`src/rtl/uart_tx_arbiter_pkg.sv`:
```
`default_nettype none
// ============================================================================
// Module   : uart_ctrl_pkg
// Brief    : Shared state encoding and frame-timing helpers for the UART
//            transmit arbiter.
// Revision : 1.0 - initial release
// ============================================================================
package uart_ctrl_pkg;

   typedef enum logic [1:0] {
      IDLE = 2'd0,
      TRIG = 2'd1,
      WAIT = 2'd2
   } state_e;

   localparam int unsigned UART_FRAME_BITS    = 10;
   localparam int unsigned FRAME_GUARD_CYCLES = 40;

   // Clocks per frame: whole bit periods (rounded up) plus a fixed guard.
   function automatic int unsigned frame_cycles(input int unsigned clk_hz,
                                                input int unsigned baud);
      return UART_FRAME_BITS * ((clk_hz + baud - 1) / baud) + FRAME_GUARD_CYCLES;
   endfunction

endpackage
`default_nettype wire

```
`src/rtl/uart_tx_arbiter_if.sv`:
```
`default_nettype none
// ============================================================================
// Module   : uart_tx_arbiter_if
// Brief    : Bundled valid/ready byte handshake for all requesters.
// Revision : 1.0 - initial release
// ============================================================================
interface uart_tx_arbiter_if #(
   parameter int NUM_REQ = 4
);
   logic [NUM_REQ-1:0]   req_valid;
   logic [8*NUM_REQ-1:0] req_data;
   logic [NUM_REQ-1:0]   req_ready;

   modport master (
      output req_valid,
      output req_data,
      input  req_ready
   );

   modport slave (
      input  req_valid,
      input  req_data,
      output req_ready
   );
endinterface
`default_nettype wire

```
`src/rtl/uart_tx_arbiter_rr_pick.sv`:
```
`default_nettype none
// ============================================================================
// Module   : rr_pick
// Brief    : Combinational round-robin selector; search begins one past the
//            last granted index.
// Revision : 1.0 - initial release
// ============================================================================
module rr_pick #(
   parameter int NUM_REQ = 4,
   parameter int IDX_W   = $clog2(NUM_REQ)
) (
   input  wire logic [NUM_REQ-1:0] req,
   input  wire logic [IDX_W-1:0]   last,
   output logic      [NUM_REQ-1:0] gnt,
   output logic      [IDX_W-1:0]   idx,
   output logic                    any
);

   int               w_pos;
   logic [IDX_W-1:0] w_pos_idx;

   always_comb begin
      gnt       = '0;
      idx       = '0;
      any       = 1'b0;
      w_pos     = 0;
      w_pos_idx = '0;
      // Offset NUM_REQ wraps back to 'last' itself, so it is checked last.
      for (int k = 1; k <= NUM_REQ; k++) begin
         w_pos     = (int'(last) + k) % NUM_REQ;
         w_pos_idx = IDX_W'(w_pos);
         if (!any && req[w_pos_idx]) begin
            any            = 1'b1;
            idx            = w_pos_idx;
            gnt[w_pos_idx] = 1'b1;
         end
      end
   end

endmodule
`default_nettype wire

```
`src/rtl/uart_tx_arbiter.sv`:
```
`default_nettype none
// ============================================================================
// Module   : uart_tx_arbiter
// Brief    : Shares one UART byte transmitter among NUM_REQ producers, pacing
//            frames by cycle count since the transmitter has no busy output.
// Revision : 1.0 - initial release
// ============================================================================
module uart_tx_arbiter
   import uart_ctrl_pkg::*;
#(
   parameter int NUM_REQ      = 4,
   parameter int FRAME_CYCLES = 4400,
   parameter int CNT_W        = 16
) (
   input  wire logic                       clk,
   input  wire logic                       rst,
   input  wire logic                       en,
   uart_tx_arbiter_if.slave                req,
   output logic                            tx_triger_flag,
   output logic [7:0]                      tx_data,
   output logic                            busy,
   output logic [$clog2(NUM_REQ)-1:0]      grant_id,
   output logic [15:0]                     frame_count
);

   localparam int               c_IDX_W     = $clog2(NUM_REQ);
   localparam logic [1:0]       c_ST_IDLE   = IDLE;
   localparam logic [1:0]       c_ST_TRIG   = TRIG;
   localparam logic [1:0]       c_ST_WAIT   = WAIT;
   localparam logic [CNT_W-1:0] c_WAIT_LOAD = CNT_W'(FRAME_CYCLES - 1);

   logic [1:0]         r_state;
   logic [CNT_W-1:0]   r_cnt;
   logic [7:0]         r_tx_data;
   logic [c_IDX_W-1:0] r_grant_id;
   logic [15:0]        r_frame_count;

   logic [NUM_REQ-1:0] w_gnt;
   logic [c_IDX_W-1:0] w_idx;
   logic               w_any;
   logic               w_accept;
   logic [7:0]         w_bytes [NUM_REQ];

   for (genvar gi = 0; gi < NUM_REQ; gi++) begin : g_unpack
      assign w_bytes[gi] = req.req_data[8*gi +: 8];
   end

   rr_pick #(
      .NUM_REQ (NUM_REQ),
      .IDX_W   (c_IDX_W)
   ) u_rr_pick (
      .req  (req.req_valid),
      .last (r_grant_id),
      .gnt  (w_gnt),
      .idx  (w_idx),
      .any  (w_any)
   );

   // Grants are offered only from IDLE, so ready is zero for the whole frame.
   assign w_accept      = (r_state == c_ST_IDLE) && en && w_any;
   assign req.req_ready = w_accept ? w_gnt : '0;

   always_ff @(posedge clk) begin
      if (rst) begin
         r_state       <= c_ST_IDLE;
         r_cnt         <= '0;
         r_tx_data     <= 8'h00;
         r_grant_id    <= c_IDX_W'(NUM_REQ - 1);
         r_frame_count <= 16'h0000;
      end else begin
         case (r_state)
            c_ST_IDLE: begin
               if (w_accept) begin
                  r_tx_data  <= w_bytes[w_idx];
                  r_grant_id <= w_idx;
                  r_state    <= c_ST_TRIG;
               end
            end
            c_ST_TRIG: begin
               r_frame_count <= r_frame_count + 16'd1;
               r_cnt         <= c_WAIT_LOAD;
               r_state       <= c_ST_WAIT;
            end
            c_ST_WAIT: begin
               if (r_cnt == '0) begin
                  r_state <= c_ST_IDLE;
               end else begin
                  r_cnt <= r_cnt - CNT_W'(1);
               end
            end
            default: begin
               r_state <= c_ST_IDLE;
            end
         endcase
      end
   end

   assign tx_triger_flag = (r_state == c_ST_TRIG);
   assign busy           = (r_state != c_ST_IDLE);
   assign tx_data        = r_tx_data;
   assign grant_id       = r_grant_id;
   assign frame_count    = r_frame_count;

endmodule
`default_nettype wire
```
`src/flat_wrapper.sv`:
```
// flat-port wrapper written by rule: the top's interface ports become plain ports
module uart_tx_arbiter_flat import uart_ctrl_pkg::*;
#(
   parameter int NUM_REQ      = 4,
   parameter int FRAME_CYCLES = 4400,
   parameter int CNT_W        = 16
)
  (clk, rst, en, tx_triger_flag, tx_data, busy, grant_id, frame_count, req_req_valid, req_req_data, req_req_ready);
  uart_tx_arbiter_if #(.NUM_REQ(NUM_REQ)) req_i ();
  input  wire logic clk;
  input  wire logic rst;
  input  wire logic en;
  output logic tx_triger_flag;
  output logic [7:0] tx_data;
  output logic busy;
  output logic [$clog2(NUM_REQ)-1:0] grant_id;
  output logic [15:0] frame_count;
  input wire logic [$bits(req_i.req_valid)-1:0] req_req_valid;
  input wire logic [$bits(req_i.req_data)-1:0] req_req_data;
  output wire logic [$bits(req_i.req_ready)-1:0] req_req_ready;
  assign req_i.req_valid = req_req_valid;
  assign req_i.req_data = req_req_data;
  assign req_req_ready = req_i.req_ready;
  uart_tx_arbiter #(.NUM_REQ(NUM_REQ), .FRAME_CYCLES(FRAME_CYCLES), .CNT_W(CNT_W)) u_core (.clk(clk), .rst(rst), .en(en), .req(req_i), .tx_triger_flag(tx_triger_flag), .tx_data(tx_data), .busy(busy), .grant_id(grant_id), .frame_count(frame_count));
endmodule
```
`config.mk`:
```
export PLATFORM = sky130hd
export DESIGN_NAME = uart_tx_arbiter_flat
export DESIGN_NICKNAME = d
export VERILOG_FILES = /design/src/rtl/uart_tx_arbiter_pkg.sv /design/src/rtl/uart_tx_arbiter_if.sv /design/src/rtl/uart_tx_arbiter_rr_pick.sv /design/src/rtl/uart_tx_arbiter.sv /design/src/flat_wrapper.sv
export SDC_FILE = /design/constraint.sdc
export NUM_CORES = 1
export LEC_CHECK = 0
export BUFFER_PORTS_ARGS = -buffer_cell sky130_fd_sc_hd__buf_2
export CAP_MARGIN = 30
export CORE_ASPECT_RATIO = 0.6
export CORE_MARGIN = 5
export CORE_UTILIZATION = 30
export CTS_CLUSTER_SIZE = 12
export DETAILED_ROUTE_END_ITERATION = 8
export SLEW_MARGIN = 20
export SYNTH_ARGS = -nofsm -noshare
export SYNTH_HDL_FRONTEND = slang
export SYNTH_SLANG_ARGS = --single-unit
```
`constraint.sdc`:
```
create_clock -name clk -period 7.6 [get_ports clk]
set_input_delay 0.38 -clock clk [delete_from_list [all_inputs] [get_ports clk]]
set_output_delay 0.38 -clock clk [all_outputs]
set_load 0.1 [all_outputs]
```
==> results of run 1 <==
[how the worst max path moves through the flow]
stage               cells past startpoint                 to
floorplan                               9   req_req_ready[0]
global placement                        8  u_core.tx_data[4]
detailed placement                      7  u_core.tx_data[4]
CTS                                     8   req_req_ready[3]
global route                            8   req_req_ready[1]
finish                                  8   req_req_ready[3]
[power breakdown]
group,switching (mW),internal [mW]
sequential,0.0272,0.258
clock,0.0887,0.121
combinational,0.351,0.154
total,0.467,0.533
[synthesized netlist by cell type, drive strengths merged (5+ instances only)]
master / n / area share
dfxtp: 44 / 0.32
xnor2: 6 / 0.019
xor2: 12 / 0.038
nor3: 13 / 0.026
o21a: 7 / 0.019
nor2: 39 / 0.053
mux2i: 7 / 0.026
nor2b: 5 / 0.011
a21oi: 15 / 0.029
a211o: 8 / 0.026
a32o: 7 / 0.026
a22oi: 5 / 0.014
nand3: 8 / 0.015
inv: 15 / 0.021
nand2b: 7 / 0.016
nand4: 5 / 0.011
ha: 11 / 0.050
clkbuf: 18 / 0.025
nor4: 6 / 0.014
a221oi: 6 / 0.019
nand2: 12 / 0.016
o21ai: 16 / 0.029
o211ai: 11 / 0.032
or3: 9 / 0.022
[state kept, by name, summed over array words and instances, names as in the netlist]
name                flops
u_core.r_cnt           16
u_core.tx_data          8
u_core.grant_id         2
u_core.frame_count     16
u_core.r_state          2
[cell type report]
type | instances | area (um2) | area share
clock buffers | 5 | 125 | 0.0378
inverters | 15 | 56.3 | 0.0170
flip-flops and latches | 44 | 881 | 0.266
repair buffers | 72 | 373 | 0.113
multi-input cells | 246 | 1710 | 0.517
clock inverters | 3 | 18.8 | 0.00567
well taps | 116 | 145 | 0.0438
[kinds of logic after synthesis]
family          share of synthesized area
flops                               0.321
xor+xnor                           0.0574
fa+ha+maj                          0.0501
buf+inv                            0.0551
compound gates                      0.229
mux                                0.0665
simple gates                        0.221
[critical path, delay by kind of cell (launching register included)]
kind / cells / cell delay, ps
fa+ha+maj: 1 / 500
compound gates: 1 / 130
flops: 1 / 640
simple gates: 3 / 840
mux: 1 / 500
buf+inv: 2 / 700
[layout by cell type, fill, tap and decap left out, types with 2 or more instances in the layout]
cell type,netlist,layout
xnor2_1,6,6
or2_2,3,3
a22oi_1,5,5
nor3_1,12,12
or4_1,4,4
a32o_1,7,7
o211ai_1,10,10
o31ai_1,2,2
or3_1,8,8
nand2b_1,7,7
o21ai_0,16,16
clkinv_2,0,2
nor2b_1,5,5
clkbuf_16,0,5
dfxtp_1,44,44
nor4_1,6,6
inv_1,15,15
a211o_1,8,8
ha_1,11,11
mux2_2,4,4
mux4_2,3,3
nand2_1,12,12
a221oi_1,6,6
a21oi_1,14,14
o311ai_0,2,2
nand3_1,8,8
nor2_1,39,39
o22ai_1,2,2
o21a_1,7,7
xor2_1,12,12
mux2i_1,7,7
buf_2,1,70
nand4_1,5,5
[layer usage]
layer	track usage	up-vias
met5	0	-
met4	0.0261	0
met3	0.0289	5
met2	0.169	71
met1	0.204	1199
li1	-	1315
[stage by stage]
stage | cell area [um2] | setup WS [ps]
after global placement | 3150 | 3700
after floorplan | 2750 | 2770
after CTS | 3300 | 3250
final | 3310 | 3630
after detailed placement | 3150 | 3540
after global routing | 3310 | 3330
==> results.py, run 1 <==
metrics = {
    "run_status": {
        "status": "finished clean",
    },
    "global_route": {
        "grt_max_degree": 39,
        "grt.overflow.total": 0,
        "grt_pass1_wl_mm": 12.2,
        "grt_usage": 0.127,
        "grt_antenna_before_repair": 0,
        "grt_pass1_vias": 2507,
    },
    "clock_network": {
        "cts_buffer_depth": 2,
        "cts.htree.levels": 2,
        "clk_pin_slew_ps": 60,
        "cts_resized": 0,
        "numCtsBuffers": 5,
        "clk_latency_ps": 280,
        "postCtsSetupBuffers": 0,
        "cts_hold_buf": 0,
        "clk_root_buffer_cell": "clkbuf_16",
        "cts_tree": "done",
        "numClockSinks": 44,
    },
    "power": {
        "p_per_area_nw_per_um2": 302,
        "ir_drop_mv": 0.147,
        "fin_total_pwr_mw": 1.00,
        "power.leakage_nw": 1.38,
    },
    "synth": {
        "ys_seq_area_frac": 0.321,
        "synth-edff-count": 0,
        "syn_area_per_cell_um2": 8.42,
        "async_flop_share": 0,
        "ys_types": 48,
        "syn_nets": 376,
        "ys.flop_type": "dfxtp_1",
        "netlist_instances": 326,
        "yosys_register_bits": 44,
        "syn_area_um2": 2750,
        "ys_warn_count": 0,
    },
    "worst_hold_path": {
        "worstHoldStart": "req_req_data[23]",
        "hold_depth": 3,
        "min_path_type": "in -> reg",
        "whs_endpoint": "u_core.tx_data[7]",
    },
    "route": {
        "drt-met1-wl_mm": 3.94,
        "highest_layer": "met4",
        "route.met3.wl_um": 415,
        "viasPerCell": 5.17,
        "num_vias": 2590,
        "wl_per_cell_um": 14.4,
        "routed_wl_mm": 7.21,
        "dr.pass1.iters": 4,
        "wl_met2_mm": 2.81,
        "drc": 0,
        "antenna_left": 0,
        "drtIter0Drc": 164,
    },
    "die": {
        "num_rows": 27,
        "pin_count": 71,
        "core-area_um2": 9050,
        "die_x_um": 133,
        "dieArea_um2": 11200,
        "start_util": 0.303,
        "die_y_um": 84.1,
    },
    "sta": {
        "slew_headroom": 0.530,
        "hold_viol_final": 0,
        "whs_ps": 452,
        "skew_ps": 5.12,
        "rsz0062_at_grt": "no",
        "period_minus_slack_ps": 3970,
        "drv_slew": 0,
        "fin_crit_sh": 0.523,
        "finalSetupViolCount": 0,
        "max_clock_freq_ghz": 0.252,
        "timing.setup.tns_ps": 0,
        "worst_pin_slew_ps": 705,
    },
    "placed_design": {
        "dpl.hpwl_mm": 5.31,
        "dp.cells": 492,
        "gp_congestion": 0.866,
        "port_buffers": 70,
    },
    "finish": {
        "fillerInstances": 948,
        "fin_util": 0.366,
        "diodes": 0,
        "num-nets-final": 434,
        "layout-drive-gt1-share": 0.252,
        "area_growth_pct": 20.6,
        "final_cells": 501,
    },
    "critical_path": {
        "r2r_end": "u_core.tx_data[4]",
        "cp-end-kind": "output pin",
        "crit_arrival_ps": 3590,
        "crit_fanout": 14,
        "startpoint_type": "flop",
        "r2r_setup_slack_ps": 3930,
        "cpMaxStageDelayCell": "dfxtp_1",
        "r2r-start": "u_core.grant_id[1]",
        "crit_start": "u_core.grant_id[1]",
        "path_class": "reg -> out",
        "crit_chain": "inv_1, ha_1, mux4_2, or3_4, nor2b_1, a221oi_1, nor2_1, buf_2",
        "rr_worst_depth": 7,
        "worstPathRequired_ps": 7220,
        "slowest_delay_ps": 640,
    },
    "run": {
        "cap_violations": 0,
    },
}
Power figures use the tool's default switching activity.
==> run 2: changes to the inputs <==
--- a/config.mk
+++ b/config.mk
@@ -5,6 +5,7 @@
 export SDC_FILE = /design/constraint.sdc
 export NUM_CORES = 1
 export LEC_CHECK = 0
+export ABC_AREA = 1
 export BUFFER_PORTS_ARGS = -buffer_cell sky130_fd_sc_hd__buf_2
 export CAP_MARGIN = 30
 export CORE_ASPECT_RATIO = 0.6
==> constraint.sdc (replaced) <==
create_clock -name clk -period 3.8 [get_ports clk]
set_input_delay 0.19 -clock clk [delete_from_list [all_inputs] [get_ports clk]]
set_output_delay 0.19 -clock clk [all_outputs]
set_load 0.1 [all_outputs]
==> run 2 against run 1 <==
  * Area after synthesis up 7.4%
  * Combinational power increased to 3.5 times the previous value
  * Critical endpoint is now req_req_ready[2]
  * Largest cell class unchanged
  * Sequential share of layout area down 2.0 points
  * Sequential power increased by 120%
  * First-iteration DRC count grew 28%
  * Synthesized cell count increased by 40%
  * Global-route usage grew 1.4 points
  * Design area up 8.1%
  * Via count rose by 20%
  * Setup slack got worse by 3200 ps
==> results.py, run 2 <==
metrics = {
    "route": {
        "dr.pass1.iters": 4,
        "viasPerCell": 4.71,
        "drc": 0,
        "num_vias": 3103,
        "routed_wl_mm": 8.28,
        "wl_per_cell_um": 12.6,
        "drtIter0Drc": 210,
        "antenna_left": 0,
    },
    "critical_path": {
        "crit_fanout": 18,
        "r2r_setup_slack_ps": 900,
        "crit_arrival_ps": 3200,
        "worstSetupEndpoint": "req_req_ready[2]",
        "crit_chain": "inv_4, ha_1, inv_1, nand2_2, nand2_4, nor2_8, nand3_4, nand4_4, inv_2, o21ai_0, inv_1, buf_2",
        "slowest_delay_ps": 670,
        "critical-path-top-delay-family": "buffers and inverters",
        "r2r_end": "u_core.tx_data[6]",
        "crit_start": "u_core.grant_id[0]",
        "rr_worst_depth": 13,
        "cpMaxStageDelayCell": "dfxtp_1",
        "cp-end-kind": "output pin",
        "path_buf_inv": 5,
        "cp.depth": 12,
        "path_common_cell": "inv_1",
        "r2r-start": "u_core.grant_id[0]",
        "startpoint_type": "flop",
        "path_class": "reg -> out",
        "worstPathRequired_ps": 3610,
    },
    "sta": {
        "worst_pin_slew_ps": 653,
        "fin_crit_sh": 0.893,
        "rsz0062_at_grt": "no",
        "drv_slew": 0,
        "skew_ps": 4.65,
        "slew_headroom": 0.565,
        "max_clock_freq_ghz": 0.295,
        "finalSetupViolCount": 0,
        "timing.setup.tns_ps": 0,
        "period_minus_slack_ps": 3390,
        "hold_viol_final": 0,
    },
    "global_route": {
        "grt_pass1_wl_mm": 13.9,
        "grt.overflow.total": 0,
        "grt_usage": 0.141,
        "grt_pass1_vias": 2819,
        "grt_antenna_before_repair": 0,
        "grt_max_degree": 32,
    },
    "clock_network": {
        "cts_tree": "done",
        "cts.htree.levels": 2,
        "cts_hold_buf": 0,
        "numCtsBuffers": 5,
        "postCtsSetupBuffers": 0,
        "clk_pin_slew_ps": 60,
        "numClockSinks": 44,
        "clk_latency_ps": 290,
        "cts_buffer_depth": 2,
        "clk_root_buffer_cell": "clkbuf_16",
        "cts_resized": 0,
    },
    "placed_design": {
        "dpl.hpwl_mm": 6.43,
        "port_buffers": 70,
        "gp_congestion": 0.900,
    },
    "synth": {
        "syn_area_um2": 2950,
        "ys_warn_count": 0,
        "synth-edff-count": 0,
        "yosys_register_bits": 44,
        "synth_top_cell_by_area": "dfxtp_1",
        "async_flop_share": 0,
        "synth_common_cells": "nand2_1, inv_1, nor2_1",
        "ys_types": 39,
        "synth.most_common_cell": "nand2_1",
        "netlist_instances": 457,
        "yosys-top-cells-area": "dfxtp_1, nand2_1, inv_1",
        "syn_nets": 507,
        "syn_area_per_cell_um2": 6.45,
        "ys.flop_type": "dfxtp_1",
        "ys_seq_area_frac": 0.299,
        "synth_top_area_frac": 0.299,
    },
    "run": {
        "cap_violations": 0,
    },
    "power": {
        "p_per_area_nw_per_um2": 819,
        "fin_total_pwr_mw": 2.93,
        "power.leakage_nw": 1.83,
        "ir_drop_mv": 0.394,
    },
    "die": {
        "dieArea_um2": 12000,
        "die_x_um": 138,
        "start_util": 0.303,
        "core-area_um2": 9740,
        "die_y_um": 86.8,
        "pin_count": 71,
        "num_rows": 28,
    },
    "finish": {
        "area_growth_pct": 21.4,
        "final_common_cell": "nand2_1",
        "mostFrequentLayoutCells": "nand2_1, inv_1, buf_2",
        "diodes": 0,
        "layout-drive-gt1-share": 0.197,
        "num-nets-final": 573,
    },
    "worst_hold_path": {
        "min_path_type": "in -> reg",
    },
    "run_status": {
        "status": "finished clean",
    },
}
==> run 2: worst min-delay path by stage <==
| stage | start | end | slack (ps) | cells after the start |
|---|---|---|---|---|
| floorplan | req_req_data[21] | u_core.tx_data[5] | 330 | 2 |
| global placement | req_req_data[21] | u_core.tx_data[5] | 420 | 3 |
| detailed placement | req_req_data[22] | u_core.tx_data[6] | 450 | 3 |
| CTS | req_req_data[22] | u_core.tx_data[6] | 140 | 3 |
| global route | req_req_data[22] | u_core.tx_data[6] | 160 | 3 |
| finish | req_req_data[22] | u_core.tx_data[6] | 150 | 3 |
==> run 2: power by group <==
group	internal (mW)	switching (mW)	total, mW
combinational	0.457	1.33	1.79
clock	0.329	0.183	0.512
sequential	0.543	0.0911	0.634
total	1.33	1.60	2.93
==> run 2: layout make-up <==
| class | instances | area [um2] |
|---|---|---|
| Inverter | 77 | 292 |
| Tap cell | 135 | 169 |
| Fill cell | 1071 | 6160 |
| Sequential cell | 44 | 881 |
| Clock inverter | 2 | 38.8 |
| Multi-Input combinational cell | 325 | 1710 |
| Clock buffer | 6 | 139 |
| Timing Repair Buffer | 70 | 350 |
==> run 2: stage by stage <==
stage	area (um2)	std cells	hold slack [ps]	util	setup WS, ps
global route	3580	659	156	0.368	168
finish	3580	659	146	0.368	406
detailed placement	3400	651	447	0.349	711
CTS	3580	659	143	0.368	394
floorplan	2950	457	326	-	236
global placement	3400	651	425	0.349	870
==> run 2: logic make-up (layout without fill, tap and decap cells) <==
group | count (synthesis) | after routing | synth area share
fa+ha+maj | 11 | 11 | 0.0467
buf+inv | 88 | 155 | 0.121
simple gates | 243 | 243 | 0.390
xor+xnor | 11 | 11 | 0.0327
flops | 44 | 44 | 0.299
compound gates | 60 | 60 | 0.111
==> run 2: tightest hold or removal path, cell delays in order <==
cell and delay, ps:
buf_2 80, a21oi_1 50, nor2_1 70
==> run 2: layer usage <==
| metal | part of all wire | vias to the layer above | track usage |
|---|---|---|---|
| met5 | 0 | - | 0 |
| met4 | 0.014 | 0 | 0.0422 |
| met3 | 0.076 | 12 | 0.0447 |
| met2 | 0.39 | 107 | 0.196 |
| met1 | 0.52 | 1386 | 0.206 |
| li1 | - | 1598 | - |
